`config.mk`:
```
export PLATFORM = sky130hd
export DESIGN_NAME = receiver_74lv595
export DESIGN_NICKNAME = d
export VERILOG_FILES = /design/src/rtl/panel_serial_pkg.sv /design/src/rtl/sync_rise.sv /design/src/rtl/receiver_74lv595.sv
export SDC_FILE = /design/constraint.sdc
export NUM_CORES = 1
export LEC_CHECK = 0
export CORE_MARGIN = 2
export CORE_UTILIZATION = 58
export CTS_CLUSTER_DIAMETER = 30
export DETAILED_ROUTE_END_ITERATION = 16
export GPL_ROUTABILITY_DRIVEN = 0
export GPL_TIMING_DRIVEN = 0
export PLACE_DENSITY = 0.85
export SLEW_MARGIN = 30
export SYNTH_ARGS = -nofsm -noshare
export SYNTH_HDL_FRONTEND = slang
export SYNTH_SLANG_ARGS = --single-unit
```
`constraint.sdc`:
```
create_clock -name clk -period 3 [get_ports clk]
set_input_delay 0.6 -clock clk [delete_from_list [all_inputs] [get_ports clk]]
set_output_delay 0.6 -clock clk [all_outputs]
set_load 0.01 [all_outputs]
```
`src/rtl/panel_serial_pkg.sv`:
```
// Shared constants and types for the panel-side 74LV595 serial receiver.
package panel_serial_pkg;

    localparam int LANE_COUNT = 4;
    localparam int FRAME_BITS = 16;
    localparam int BIT_CNT_W  = 5;

    typedef logic [FRAME_BITS-1:0] lane_word_t;

    // Saturating increment for the SRCLK edge counter.
    function automatic logic [BIT_CNT_W-1:0] bit_cnt_inc(input logic [BIT_CNT_W-1:0] cnt);
        logic [BIT_CNT_W-1:0] nxt;
        if (cnt == {BIT_CNT_W{1'b1}}) begin
            nxt = cnt;
        end else begin
            nxt = cnt + {{(BIT_CNT_W-1){1'b0}}, 1'b1};
        end
        return nxt;
    endfunction

endpackage

```
`src/rtl/sync_rise.sv`:
```
// Two-flop synchroniser followed by an edge stage; rise is high for one clk
// cycle after the synchronised input goes from 0 to 1.
module sync_rise (
    input  logic clk,
    input  logic resetn,
    input  logic d,
    output logic sync,
    output logic rise
);

    logic meta_r;
    logic sync_r;
    logic prev_r;

    // synchroniser chain plus previous-value stage for edge detection
    always_ff @(posedge clk or negedge resetn) begin
        if (!resetn) begin
            meta_r <= 1'b0;
            sync_r <= 1'b0;
            prev_r <= 1'b0;
        end else begin
            meta_r <= d;
            sync_r <= meta_r;
            prev_r <= sync_r;
        end
    end

    assign sync = sync_r;
    assign rise = sync_r & ~prev_r;

endmodule

```
`src/rtl/receiver_74lv595.sv`:
```
// Four-lane 74LV595 stream receiver: SRCLK shifts, RCLK latches, with a
// frame-length checker built only when RECEIVER_FRAME_CHECK_EN is defined.
module receiver_74lv595
    import panel_serial_pkg::*;
#(
    parameter int WIDTH     = 16,
    parameter int ERR_CNT_W = 8
) (
    input  logic                 clk,
    input  logic                 resetn,
    input  logic                 RCLK,
    input  logic                 SRCLK,
    input  logic                 SER_0,
    input  logic                 SER_1,
    input  logic                 SER_2,
    input  logic                 SER_3,
    output logic [WIDTH-1:0]     data_0,
    output logic [WIDTH-1:0]     data_1,
    output logic [WIDTH-1:0]     data_2,
    output logic [WIDTH-1:0]     data_3,
    output logic                 frame_valid,
    output logic                 frame_err,
    output logic [ERR_CNT_W-1:0] err_cnt
);

    localparam int PIN_COUNT = LANE_COUNT + 2;

    logic [PIN_COUNT-1:0]  pin_s;
    logic [PIN_COUNT-1:0]  sync_s;
    logic [PIN_COUNT-1:0]  rise_s;
    logic [LANE_COUNT-1:0] ser_s;
    logic                  srclk_rise_s;
    logic                  rclk_rise_s;

    logic [WIDTH-1:0] sr_r   [LANE_COUNT];
    logic [WIDTH-1:0] data_r [LANE_COUNT];
    logic             frame_valid_r;

    // Identical sync depth on every pin keeps SER aligned with the SRCLK edge.
    assign pin_s = {RCLK, SRCLK, SER_3, SER_2, SER_1, SER_0};

    for (genvar i = 0; i < PIN_COUNT; i++) begin : g_sync
        sync_rise u_sync_rise (
            .clk    (clk),
            .resetn (resetn),
            .d      (pin_s[i]),
            .sync   (sync_s[i]),
            .rise   (rise_s[i])
        );
    end

    assign ser_s        = sync_s[LANE_COUNT-1:0];
    assign srclk_rise_s = rise_s[LANE_COUNT];
    assign rclk_rise_s  = rise_s[LANE_COUNT+1];

    // lane shift registers, output latches and frame-valid strobe
    always_ff @(posedge clk or negedge resetn) begin
        if (!resetn) begin
            for (int l = 0; l < LANE_COUNT; l++) begin
                sr_r[l]   <= {WIDTH{1'b0}};
                data_r[l] <= {WIDTH{1'b0}};
            end
            frame_valid_r <= 1'b0;
        end else begin
            for (int l = 0; l < LANE_COUNT; l++) begin
                if (srclk_rise_s) begin
                    sr_r[l] <= {sr_r[l][WIDTH-2:0], ser_s[l]};
                end
                // non-blocking read gives the pre-shift word on a coincident edge
                if (rclk_rise_s) begin
                    data_r[l] <= sr_r[l];
                end
            end
            frame_valid_r <= rclk_rise_s;
        end
    end

    assign data_0      = data_r[0];
    assign data_1      = data_r[1];
    assign data_2      = data_r[2];
    assign data_3      = data_r[3];
    assign frame_valid = frame_valid_r;

`ifdef RECEIVER_FRAME_CHECK_EN
    logic [BIT_CNT_W-1:0] bit_cnt_r;
    logic                 frame_err_r;
    logic [ERR_CNT_W-1:0] err_cnt_r;

    // SRCLK edge counter and saturating frame-error counter
    always_ff @(posedge clk or negedge resetn) begin
        if (!resetn) begin
            bit_cnt_r   <= {BIT_CNT_W{1'b0}};
            frame_err_r <= 1'b0;
            err_cnt_r   <= {ERR_CNT_W{1'b0}};
        end else if (rclk_rise_s) begin
            frame_err_r <= (bit_cnt_r != BIT_CNT_W'(WIDTH));
            if ((bit_cnt_r != BIT_CNT_W'(WIDTH)) && (err_cnt_r != {ERR_CNT_W{1'b1}})) begin
                err_cnt_r <= err_cnt_r + {{(ERR_CNT_W-1){1'b0}}, 1'b1};
            end
            // a coincident shift becomes the first bit of the next frame
            bit_cnt_r <= {{(BIT_CNT_W-1){1'b0}}, srclk_rise_s};
        end else begin
            frame_err_r <= 1'b0;
            if (srclk_rise_s) begin
                bit_cnt_r <= bit_cnt_inc(bit_cnt_r);
            end
        end
    end

    assign frame_err = frame_err_r;
    assign err_cnt   = err_cnt_r;
`else
    assign frame_err = 1'b0;
    assign err_cnt   = {ERR_CNT_W{1'b0}};
`endif

endmodule

```
Yosys cells after proc, flatten, opt, wreduce, memory -nomap -nowiden --
Cells that the tools add are included.
Storage, ports and cells: flip-flop bits (word level) 143, bits in latches 0, memory bits (writable) 0, memory bits (read-only) 0, input bits 8, output and inout port bits 74, word-level logic and storage cells 27, memories 0
Cells by class: $add $sub $neg 0, multiply operators 0, divide/modulo/power cells 0, order comparisons 0, equal/unequal tests 0, shift operators 0, muxes and demuxes 0, bitwise operators 4, reductions and logical operators 0
Operator list (count):
- bitwise AND 1 bit | 2
- inverter 1 bit | 2

Longest topological paths before layout --
depth after elaboration 2, depth in mapped cells 4, gate-level depth less buffers 3

Modules after synthesis --
Synthesis repeated with hierarchy kept, for this count alone.
Unflattened totals: cell total of the unflattened synthesis 305, area total of the unflattened synthesis 5461.5 sq um
Modules (own cells, without submodules):
- receiver_74lv595 | instances 1, cells an instance 281, area an instance 4928.5 sq um
- sync_rise | instances 6, cells an instance 4, area an instance 88.8 sq um

Least setup slack after synthesis --
OpenSTA, ideal clock, no wires.
kind register to register, start register g_sync[4].u_sync_rise.prev_r, end register sr_r[22] in the netlist's numbering, arrival 1.102 ns, data required time 2.875 ns, path slack 1.773 ns, cell stages (with the launch flop) 5, path buffers 2, cell sequence dfrtp_1 -> nor2b_4 -> buf_6 -> buf_6 -> mux2_2
On the way: cells in the longest elaborated chain, start to end 2
RTL lines:
- from (decl) | RTL line sync_rise.sv:13 | logic prev_r;
- from (signal assigned) | RTL line sync_rise.sv:24 | prev_r <= sync_r;
- inverter 1 bit | RTL line sync_rise.sv:29 | assign rise = sync_r & ~prev_r;
- bitwise AND 1 bit | RTL line sync_rise.sv:29
- to (signal, indexed assignment) | RTL line receiver_74lv595.sv:60 | sr_r[l] <= {WIDTH{1'b0}};
- to (signal, indexed assignment) | RTL line receiver_74lv595.sv:67 | sr_r[l] <= {sr_r[l][WIDTH-2:0], ser_s[l]};
- to (decl) | RTL line receiver_74lv595.sv:35 | logic [WIDTH-1:0] sr_r [LANE_COUNT];
Every way passes these cells. A chain may end at the register's enable or synchronous reset.

Final worst setup path --
start register data_r (netlist bit data_0[0]), end output port data_0[0]
RTL lines:
- from (decl) | RTL line receiver_74lv595.sv:36 | logic [WIDTH-1:0] data_r [LANE_COUNT];
- from (signal, indexed assignment) | RTL line receiver_74lv595.sv:61 | data_r[l] <= {WIDTH{1'b0}};
- from (signal, indexed assignment) | RTL line receiver_74lv595.sv:71 | data_r[l] <= sr_r[l];
- to (decl) | RTL line receiver_74lv595.sv:17 | output logic [WIDTH-1:0] data_0,
No word-level cell between the ends.

==> flow_metrics.env <==
export IMPL_post_dp_cell_area_um2=6470
export IMPL_cts_repair_resized=0
export IMPL_cts_sinks=143
export IMPL_vias_per_cell=5.07
export IMPL_finalCriticalPeriod_ns=2.06
export IMPL_cp_max_fo=2
export IMPL_clk_root_buffer_cell="clkbuf_8"
export IMPL_synth_yosys_seq_area_share_pct=64.7
export IMPL_max_freq_mhz=484
export IMPL_ys_ff_latch=143
export IMPL_cell_internal_pwr_mw=5.43
export IMPL_synthCells=297
export IMPL_die_x_um=102
export IMPL_p_per_area_nw_per_um2=1030
export IMPL_hold_path_class="in -> async"
export IMPL_critPathTopFamily="buffers and inverters"
export IMPL_finalHoldViolations=0
export IMPL_yosysWarnings=0
export IMPL_cp_end_kind="primary output"
export IMPL_cts_buffer_depth=2
export IMPL_ios=82
export IMPL_critPathArrivalTime_ns=1.46
export IMPL_period_share_pct=68.8
export IMPL_postCtsSetupRepairBufs=0
export IMPL_crit_type="reg -> out"
export IMPL_tightest_slew_ns=0.570
export IMPL_path_cells="clkdlybuf4s50_1"
export IMPL_vdd_drop_max_uv=744
export IMPL_area_growth_pct=28.2
export IMPL_rsz0062_at_grt="false"
export IMPL_syn_area_per_cell_um2=18.6
export IMPL_ys_types=10
export IMPL_max_cap_viol_count=0
export IMPL_wl_mm=9.05
export IMPL_overflow=0
export IMPL_ant_nets=0
export IMPL_critPathLaunchType="register"
export IMPL_pwr_share_clk_pct=29.6
export IMPL_numCtsBuffers=17
export IMPL_status="finished, final reports clean"
export IMPL_diodes=0
export IMPL_clk_latency_ns=0.50
export IMPL_fin_util_pct=76.7
export IMPL_avgRoutedWirePerCell_um=16.8
export IMPL_start_util_pct=59.8
export IMPL_cts_tree="done"
export IMPL_switching_power_mw=1.89
export IMPL_first_pass_iters=4
export IMPL_setup_viol=0
export IMPL_slew_violations=0
export IMPL_drive_gt1_share_pct=45.5
export IMPL_required_ns=2.40
export IMPL_dr_total_vias=2726
export IMPL_skew_ns=0.00689
export IMPL_cpPeakStageDelay_ns=0.58
export IMPL_crit_slowest_cell="clkdlybuf4s50_1"
export IMPL_hpwl_mm=5.40
export IMPL_die_h_um=102
export IMPL_grt_pass1_vias=2845
export IMPL_rows=35
export IMPL_grt_usage_pct=19.4
export IMPL_grt_pass1_wl_mm=15.0
export IMPL_totalPowerFinal_mw=7.32
export IMPL_drt_initial_drc_count=80
export IMPL_hold_ws_ns=0.0544
export IMPL_cts_hold_buf=0
export IMPL_antenna_found_initial=0
export IMPL_post_route_cell_area_um2=7090
export IMPL_p_leak_nw=3.36
export IMPL_crit_buf_inv=1
export IMPL_io_buffers=72
export IMPL_die_area_um2=10300
export IMPL_drc=0
export IMPL_cts_max_level=4
export IMPL_relSlewSlack_pct=62.0
export IMPL_grt_max_degree=78
export IMPL_combPwrFrac_pct=27.2
export IMPL_core_area_um2=9240
export IMPL_syn_area_um2=5530
export IMPL_nets=405
export IMPL_path_clk_slew_ns=0.06
export IMPL_switching_share_pct=25.9
export IMPL_seqPwrFrac_pct=43.2
-- state kept, by name, indices dropped and copies added, names as in the netlist --
signal                     count
data_0                        16
data_1                        16
data_2                        16
data_3                        16
frame_valid                    1
g_sync.u_sync_rise.meta_r      6
g_sync.u_sync_rise.prev_r      2
g_sync.u_sync_rise.sync        6
sr_r                          64
-- Yosys cell counts --
| library cell | number | area [µm²] |
|---|---|---|
| buf_2 | 1 | 5.00 |
| inv_4 | 1 | 6.26 |
| mux2_2 | 58 | 653 |
| buf_6 | 12 | 135 |
| nor2b_4 | 1 | 13.8 |
| dfrtp_1 | 143 | 3580 |
| mux2_4 | 70 | 1050 |
| buf_4 | 9 | 67.6 |
| nand2b_4 | 1 | 13.8 |
| conb_1 | 1 | 3.75 |
-- layout by cell type (no fill, tap or decap) --
cell type and instances:
buf_8 1, dfrtp_1 143, mux2_4 70, clkinvlp_4 3
clkdlybuf4s50_1 71, clkbuf_8 2, buf_2 1, mux2_2 58
bufinv_16 4, nor2b_4 1, inv_4 1, clkbuf_16 16
inv_6 1, buf_6 12, nand2b_4 1, clkinv_2 2
buf_16 1, buf_4 9, conb_1 9, clkinv_4 3
-- layout make-up --
cell class	instances	area (µm²)
plain buffers	22	208
clock buffers	18	428
clock inverters	13	188
fillers	537	2150
inverters	1	6.26
multi-input cells	139	1770
flip-flops and latches	143	3580
well taps	129	161
repair buffers	73	753
-- power by group through the flow --
stage	sequential, mW	clock [mW]	combinational (mW)
finish	3.16	2.17	1.99
global placement	3.14	0	1.95
global route	3.26	2.29	2.13
detailed placement	3.17	0	2.00
CTS	3.17	2.21	2.02
floorplan	3.21	0	0.953
-- through the flow --
step                      setup TNS, ns  std cells  worst slack [ns]
after global placement          -583.17        506             -4.09
after floorplan                       0        305              1.77
final                                 0        538             0.936
after global routing                  0        538             0.883
after detailed placement              0        507              1.49
after CTS                             0        538             0.916
-- metal layers --
layer | vias up | wire length, µm | GRT usage [%]
met5 | - | 0 | 0
met4 | 0 | 85 | 6.86
met3 | 10 | 424 | 6.21
met2 | 59 | 4470 | 29.7
met1 | 1435 | 4070 | 26.5
li1 | 1222 | - | -
-- logic make-up after synthesis --
family                 count (synthesis)  synth area share, %
other                                  1               0.0678
flip-flops                           143                 64.7
buffers and inverters                 23                 3.87
multiplexers                         128                 30.8
AND/OR/NAND/NOR                        2                0.498
-- path summary, 6_finish.rpt --
path                                                   endpoint                                    from  cells past startpoint  slack [ns]
min in group clk           g_sync[3].u_sync_rise.sync$_DFF_PN0_  g_sync[3].u_sync_rise.meta_r$_DFF_PN0_                      0        0.35
setup / recovery                                      data_0[0]                   data_0[0]$_DFFE_PN0P_                      1        0.94
setup reg to reg                           sr_r[53]$_DFFE_PN0P_  g_sync[4].u_sync_rise.prev_r$_DFF_PN0_                      4        1.64
max in group asynchronous                  sr_r[14]$_DFFE_PN0P_                                  resetn                      2        2.24
hold reg to reg            g_sync[3].u_sync_rise.sync$_DFF_PN0_  g_sync[3].u_sync_rise.meta_r$_DFF_PN0_                      0        0.35
hold / removal                             sr_r[58]$_DFFE_PN0P_                                  resetn                      1        0.05
-- worst reg2reg max path: stages, from the launching register on --
cell and delay, ns:
dfrtp_1 0.39, nor2b_4 0.11, buf_6 0.18, buf_6 0.19, mux2_2 0.36
Power figures use the tool's default switching activity.
